[src/rtl/fetch_pkg.sv]
// Shared types and constants for the instruction fetch unit.
package fetch_pkg;

    typedef enum logic [1:0] {
        ST_IDLE  = 2'd0,
        ST_FETCH = 2'd1,
        ST_FAULT = 2'd2
    } fetch_state_e;

    localparam int unsigned MEM_WORDS_DEF = 256;
    localparam int unsigned ENTRY_W       = 64;

    typedef struct packed {
        logic [31:0] pc;
        logic [31:0] instr;
    } fetch_entry_t;

endpackage

[src/rtl/fetch_fifo.sv]
// Small synchronous FIFO holding fetched {pc, instruction} entries.
// Flush empties the queue and wins over a same-cycle push.
module fetch_fifo
    import fetch_pkg::*;
#(
    parameter int unsigned DEPTH = 2,
    parameter int unsigned W     = ENTRY_W,
    localparam int unsigned AW   = $clog2(DEPTH)
) (
    input  logic         clk,
    input  logic         rst_n,
    input  logic         push,
    input  logic         pop,
    input  logic         flush,
    input  logic [W-1:0] din,
    output logic [W-1:0] dout,
    output logic [AW:0]  count,
    output logic         full,
    output logic         empty
);

    logic [W-1:0]  mem [DEPTH];
    logic [AW-1:0] rd_ptr;
    logic [AW-1:0] wr_ptr;

    always_ff @(posedge clk or negedge rst_n) begin
        if (!rst_n) begin
            rd_ptr <= '0;
            wr_ptr <= '0;
            count  <= '0;
            for (int i = 0; i < DEPTH; i++) begin
                mem[i] <= '0;
            end
        end else if (flush) begin
            rd_ptr <= '0;
            wr_ptr <= '0;
            count  <= '0;
        end else begin
            if (push) begin
                mem[wr_ptr] <= din;
                wr_ptr      <= wr_ptr + 1'b1;
            end
            if (pop) begin
                rd_ptr <= rd_ptr + 1'b1;
            end
            case ({push, pop})
                2'b10:   count <= count + 1'b1;
                2'b01:   count <= count - 1'b1;
                default: count <= count;
            endcase
        end
    end

    assign empty = (count == '0);
    assign full  = (count == (AW + 1)'(DEPTH));
    // Head reads as zero when empty so decode never sees stale entries.
    assign dout  = empty ? '0 : mem[rd_ptr];

endmodule

[src/rtl/prog_fetch.sv]
// Instruction fetch unit: PC register, fetch FSM, capture/space logic and
// sticky out-of-range fault, feeding a small instruction buffer.
module prog_fetch
    import fetch_pkg::*;
#(
    parameter logic [31:0] RESET_PC  = 32'd0,
    parameter int unsigned MEM_WORDS = MEM_WORDS_DEF,
    parameter int unsigned DEPTH     = 2
) (
    input  logic        clk,
    input  logic        rst_n,
    output logic [31:0] PC,
    input  logic [31:0] instr_in,
    input  logic        fetch_en,
    input  logic        redirect,
    input  logic [31:0] redirect_pc,
    output logic [31:0] instr_out,
    output logic [31:0] instr_pc,
    output logic        instr_valid,
    input  logic        instr_ready,
    output logic        fault
);

    localparam int unsigned CW = $clog2(DEPTH) + 1;

    fetch_state_e state;
    fetch_entry_t push_entry;
    fetch_entry_t head_entry;
    logic [CW-1:0] count;
    logic          full;
    logic          empty;
    logic          in_range;
    logic          space;
    logic          deq;
    logic          capture;

    assign in_range = (PC < MEM_WORDS);
    assign deq      = instr_valid && instr_ready;
    // A full buffer still has room when the head leaves in the same cycle.
    assign space    = (count < CW'(DEPTH)) || (full && deq);
    assign capture  = (state == ST_FETCH) && fetch_en && !redirect && in_range && space;

    assign push_entry = '{pc: PC, instr: instr_in};

    fetch_fifo #(
        .DEPTH (DEPTH),
        .W     (ENTRY_W)
    ) u_fifo (
        .clk   (clk),
        .rst_n (rst_n),
        .push  (capture),
        .pop   (deq),
        .flush (redirect),
        .din   (push_entry),
        .dout  (head_entry),
        .count (count),
        .full  (full),
        .empty (empty)
    );

    assign instr_valid = !empty;
    assign instr_out   = head_entry.instr;
    assign instr_pc    = head_entry.pc;

    always_ff @(posedge clk or negedge rst_n) begin
        if (!rst_n) begin
            state <= ST_IDLE;
            PC    <= RESET_PC;
            fault <= 1'b0;
        end else begin
            if (redirect) begin
                PC <= redirect_pc;
            end else if (capture) begin
                PC <= PC + 32'd1;
            end
            case (state)
                ST_IDLE: begin
                    if (fetch_en) state <= ST_FETCH;
                end
                ST_FETCH: begin
                    if (!fetch_en) begin
                        state <= ST_IDLE;
                    end else if (!redirect && !in_range && space) begin
                        state <= ST_FAULT;
                        fault <= 1'b1;
                    end
                end
                ST_FAULT: begin
                    if (redirect && (redirect_pc < MEM_WORDS)) begin
                        state <= ST_FETCH;
                        fault <= 1'b0;
                    end
                end
                default: state <= ST_IDLE;
            endcase
        end
    end

endmodule

[config.mk]
export PLATFORM = sky130hd
export DESIGN_NAME = prog_fetch
export DESIGN_NICKNAME = d
export VERILOG_FILES = /design/src/rtl/fetch_pkg.sv /design/src/rtl/fetch_fifo.sv /design/src/rtl/prog_fetch.sv
export SDC_FILE = /design/constraint.sdc
export NUM_CORES = 1
export LEC_CHECK = 0
export BUFFER_PORTS_ARGS = -buffer_cell sky130_fd_sc_hd__buf_4
export CELL_PAD_IN_SITES_DETAIL_PLACEMENT = 0
export CELL_PAD_IN_SITES_GLOBAL_PLACEMENT = 1
export CORE_MARGIN = 10
export CORE_UTILIZATION = 39
export CTS_CLUSTER_SIZE = 24
export DETAILED_ROUTE_END_ITERATION = 8
export HOLD_SLACK_MARGIN = 0.06
export PLACE_DENSITY = 0.74
export SYNTH_ARGS = -nofsm -noshare
export SYNTH_HDL_FRONTEND = slang
export SYNTH_SLANG_ARGS = --single-unit
[constraint.sdc]
create_clock -name clk -period 2 [get_ports clk]
set_clock_uncertainty 0.1 [all_clocks]
set_input_delay 0.2 -clock clk [delete_from_list [all_inputs] [get_ports clk]]
set_output_delay 0.2 -clock clk [all_outputs]
set_load 0.01 [all_outputs]
Word-level counts from Yosys, hierarchy flattened
Index checks and enable logic that the tools add are counted.

Add/subtract/negate cells: 5. $lt $le $gt $ge: 6. Equality and inequality tests: 10. Muxes and demuxes: 24. Bitwise gates (word level): 3. Reductions and logical operators: 23.

Operator list (count): two-way mux 64 bit (5); bitwise mux 128 bit (1); demux 64 bit (select 1 bit) (1); < comparator 32 x 9 -> 1 bit (second input constant) (2); two-way mux 32 bit (2); adder 32 x 1 -> 32 bit (second input constant) (1); logical AND 1 bit (10); two-way mux 2 bit (5); two-way mux 1 bit (7); equality test 2 bit (second input constant) (3); != test 2 bit (second input constant) (3); case mux 2 bit (3 select lines) (1); nonzero test 2 bit (3); equality test 2 x 1 -> 1 bit (second input constant) (2); >= comparator 2 bit (second input constant) (2); zero test 2 bit (2); NOT 1 -> 2 bit (2); case mux 2 bit (2 select lines) (1); AND reduction 4 bit (1); zero test 1 bit (3); != test 3 x 2 -> 1 bit (second input constant) (1); AND reduction 3 bit (1); nonzero test 3 bit (1); adder 1 bit (second input constant) (2); other kinds (9) (9).

Bits in registers: 167. Bits of input ports: 69. Word-level logic and storage cells: 79.

Depth between registers and ports, before layout
Depth after elaboration: 9. Gate-level depth with buffers: 6.

Cells and area by module
From an unflattened synthesis, not the netlist that was laid out.

Cell total of the unflattened synthesis: 585. Area, all modules: 8007.7 um^2.

Modules (own cells, without submodules): fetch_fifo (times used 1, cells each 432, area an instance 6233.5 um^2, seq. area each 3303.2 um^2); prog_fetch (times used 1, cells each 153, area an instance 1774.2 um^2, seq. area each 875.8 um^2).

Worst setup path before layout
OpenSTA, ideal clock, no wires.

Path type: register to register. Start point: reg PC[13]. End point: reg u_fifo.mem[68] (netlist bit). Library setup time: 125 ps. Arrival time: 2040 ps. Data required time: 1775 ps. Slack: -265 ps. Cell stages (with the launch flop): 6. Path buffers: 1. Cells stage by stage: dfrtp_1 nor4_1 nand4_1 nor4_4 buf_6 mux2_2.

Cells in the longest elaborated chain, start to end: 4.

Ends and longest elaborated chain: start, declared (RTL line prog_fetch.sv:12) `output logic [31:0] PC,`; start signal, assigned (RTL line prog_fetch.sv:72) `PC <= redirect_pc;`; start signal, assigned (RTL line prog_fetch.sv:74) `PC <= PC + 32'd1;`; < comparator 32 x 9 -> 1 bit (RTL line prog_fetch.sv:37) `assign in_range = (PC < MEM_WORDS);`; logical AND 1 bit (2 in a row) (RTL line prog_fetch.sv:41) `assign capture = (state == ST_FETCH) && fetch_en && !redirect && in_range && space;`; AND reduction 2 bit (no source line); end signal, assigned by index (RTL line fetch_fifo.sv:40) `mem[wr_ptr] <= din;`; end, declared (RTL line fetch_fifo.sv:22) `logic [W-1:0] mem [DEPTH];`.

No other way between the ends. A chain may end at the register's enable or synchronous reset.

Worst setup path in the final report
Start point: reg PC[24]. End point: reg u_fifo.mem[95] (netlist bit).

Same word-level chain as after synthesis.

==> metrics <==
Root Buffer clkbuf_16; clk buf depth 2; GP Congestion 0.750; Cell Area, Placed 9140 um^2; total wire length 20.2 mm; Pwr Density 687 nW/um^2; Die Ht 156 um; Synth Instances 569; switching power 1650 uW; drt first pass iters 4; fin util 59.7%; Leak 0.00507 uW; largest net degree at the start of global routing 53; area grow syn2layout 49.4%; Slew HR 64.1%; ys async rst share 100%; Hold Path Class input pin to register; grt total ovfl 0; Pint 5790 uW; Fin. Hold Viols 0; most common cell after layout, fill and taps aside buf_4; VDD IR-drop max 0.000578 V; max-cap violations 0; setup slack after layout -229 ps; CTS tree done; Total Neg Setup Slack -17340 ps; Final Setup Violations 110; Port Buf Inserts 166; WL/cell 18.4 um; violated checks negative setup slack; Syn Nets 639; vias in the first global route 6040; register area share after synthesis 57.6%; initial antenna violation count 0; GRT Total Usage 16.2%; CP Class register to register; final antenna-violating net count 0; status finished with violations; Max Clock Freq 449 MHz; Boundary Pins 167; # DRC 0; Startpoint Class register; Post-synth EDFFs 0; most frequent cells in the layout buf_4 (209), dfrtp_1 (166), mux2_2 (90); CP Capture Type register; layout net count 928; DIE AREA 24400 um^2; Num CTS Buffers 17; slew at the pin with the worst max-slew slack 538 ps; Worst Path Required 2190 ps; routed vias 5425; Diodes inserted 0; final slew viol count 0; number of clock sinks 167; core area 18100 um^2; DP Wirelength 13.2 mm; CP Max Fanout 17; die width 156 um; CP arrival 2420 ps; ys flop type dfrtp_1; share of cells above drive strength 1 44.3%; Clk pwr share 43.0%; Flop pwr share 47.3%; first-pass GRT wire length 31.9 mm; DR iter-0 viols 228; PnR Total Power 7440 uW; routed vias/inst 4.94; fin crit share 111%; switch share 22.1%; Post-Layout Inst Area 10800 um^2; Initial Util 39.9%; Synth Register Bits 167; RSZ-0062 raised after global routing true; minimum clock period 2230 ps; hold_ws 88.5 ps; clock slew at reported path FFs 60 ps; combinational power share 9.7%; Syn Std Cell Area 7250 um^2; Rows 49; Max H-tree Level 4; Synth Warn # 0; Unique masters post-synth 36; Clock Latency Late Sink 420 ps; Post-Synthesis Mean Instance Area 12.7 um^2
==> through the flow <==
| step | setup WS, ps | std cells |
|---|---|---|
| global route | -343 | 1098 |
| detailed placement | -268 | 985 |
| global placement | -209 | 985 |
| floorplan | -156 | 569 |
| finish | -229 | 1098 |
| CTS | -229 | 1094 |
==> critical path, cell delays in order (launching register included) <==
cell and delay, ps:
dfrtp_1 390, nor4_2 270, buf_4 140, nand4_1 120, buf_4 200, nor4_4 140, buf_6 170, clkbuf_16 200
mux2_2 350
==> metal layers <==
layer  up-vias  global-route usage (%)  share of wire (%)
met1      2697                    19.9                 44
met4         0                    4.18                1.1
met5         -                       0                  0
met3        20                    4.77                6.3
met2       155                    27.2                 49
li1       2553                       -                  -
==> kinds of logic after synthesis <==
kind of cell | count (synthesis) | synth area share (%)
fa+ha+maj | 1 | 0.173
buf+inv | 37 | 2.43
flops | 167 | 57.6
compound gates | 20 | 1.97
simple gates | 168 | 11.8
mux | 171 | 25.4
xor+xnor | 5 | 0.604
==> layout make-up <==
type | instances | area (um^2)
flip-flops and latches | 167 | 4180
inverters | 4 | 15.0
clock inverters | 8 | 98.8
multi-input cells | 365 | 3020
repair buffers | 303 | 2760
well taps | 229 | 287
fillers | 1461 | 7320
clock buffers | 22 | 474
==> registers in the layout (all words and copies together), names as in the netlist <==
name / count
u_fifo.rd_ptr: 1
u_fifo.mem: 128
u_fifo.wr_ptr: 1
state: 2
PC: 32
u_fifo.count: 2
fault: 1
==> path summary, 6_finish.rpt <==
path                            cells after the start            from             end  slack (ps)
worst max-delay path                                8          PC[24]  u_fifo.mem[95]        -230
worst min-delay path                                4     instr_ready   u_fifo.rd_ptr          90
worst max register to register                      8          PC[24]  u_fifo.mem[95]        -230
worst min register to register                      1  u_fifo.mem[47]  u_fifo.mem[47]         390
max in group asynchronous                           3           rst_n          PC[18]         920
min in group asynchronous                           2           rst_n  u_fifo.mem[59]         190
==> cell usage after synthesis, types with 3 or more instances <==
| master | count | area share [%] |
|---|---|---|
| mux2i_1 | 67 | 9.3 |
| o21ai_0 | 7 | 0.48 |
| nor2b_1 | 26 | 2.2 |
| xnor2_1 | 4 | 0.48 |
| clkbuf_1 | 15 | 0.78 |
| inv_1 | 4 | 0.21 |
| nand2_1 | 10 | 0.52 |
| buf_6 | 4 | 0.62 |
| mux2_2 | 102 | 16 |
| nor4_1 | 12 | 1.0 |
| dfrtp_1 | 167 | 58 |
| a221o_1 | 4 | 0.55 |
| nor2_1 | 76 | 3.9 |
| a21oi_1 | 3 | 0.21 |
| and2_1 | 24 | 2.1 |
| buf_2 | 6 | 0.41 |
| nand3_1 | 3 | 0.21 |
| buf_1 | 8 | 0.41 |
==> repair_timing <==
action                                  4_1_cts  5_1_grt
buffers inserted                             10        1
pin swaps                                     4        5
hold endpoints to repair                    233        0
gates resized for setup                      34       19
gates cloned                                  4        3
hold buffers                                 65        0
endpoints found under the setup margin      197      191
==> power by group through the flow <==
stage	clock (uW)	sequential (uW)	combinational, uW
finish	3200	3520	723
CTS	3260	3520	728
global placement	0	3570	603
detailed placement	0	3580	618
floorplan	0	3610	124
global route	3400	3530	788
No activity file was read; power rests on OpenSTA's default activity.
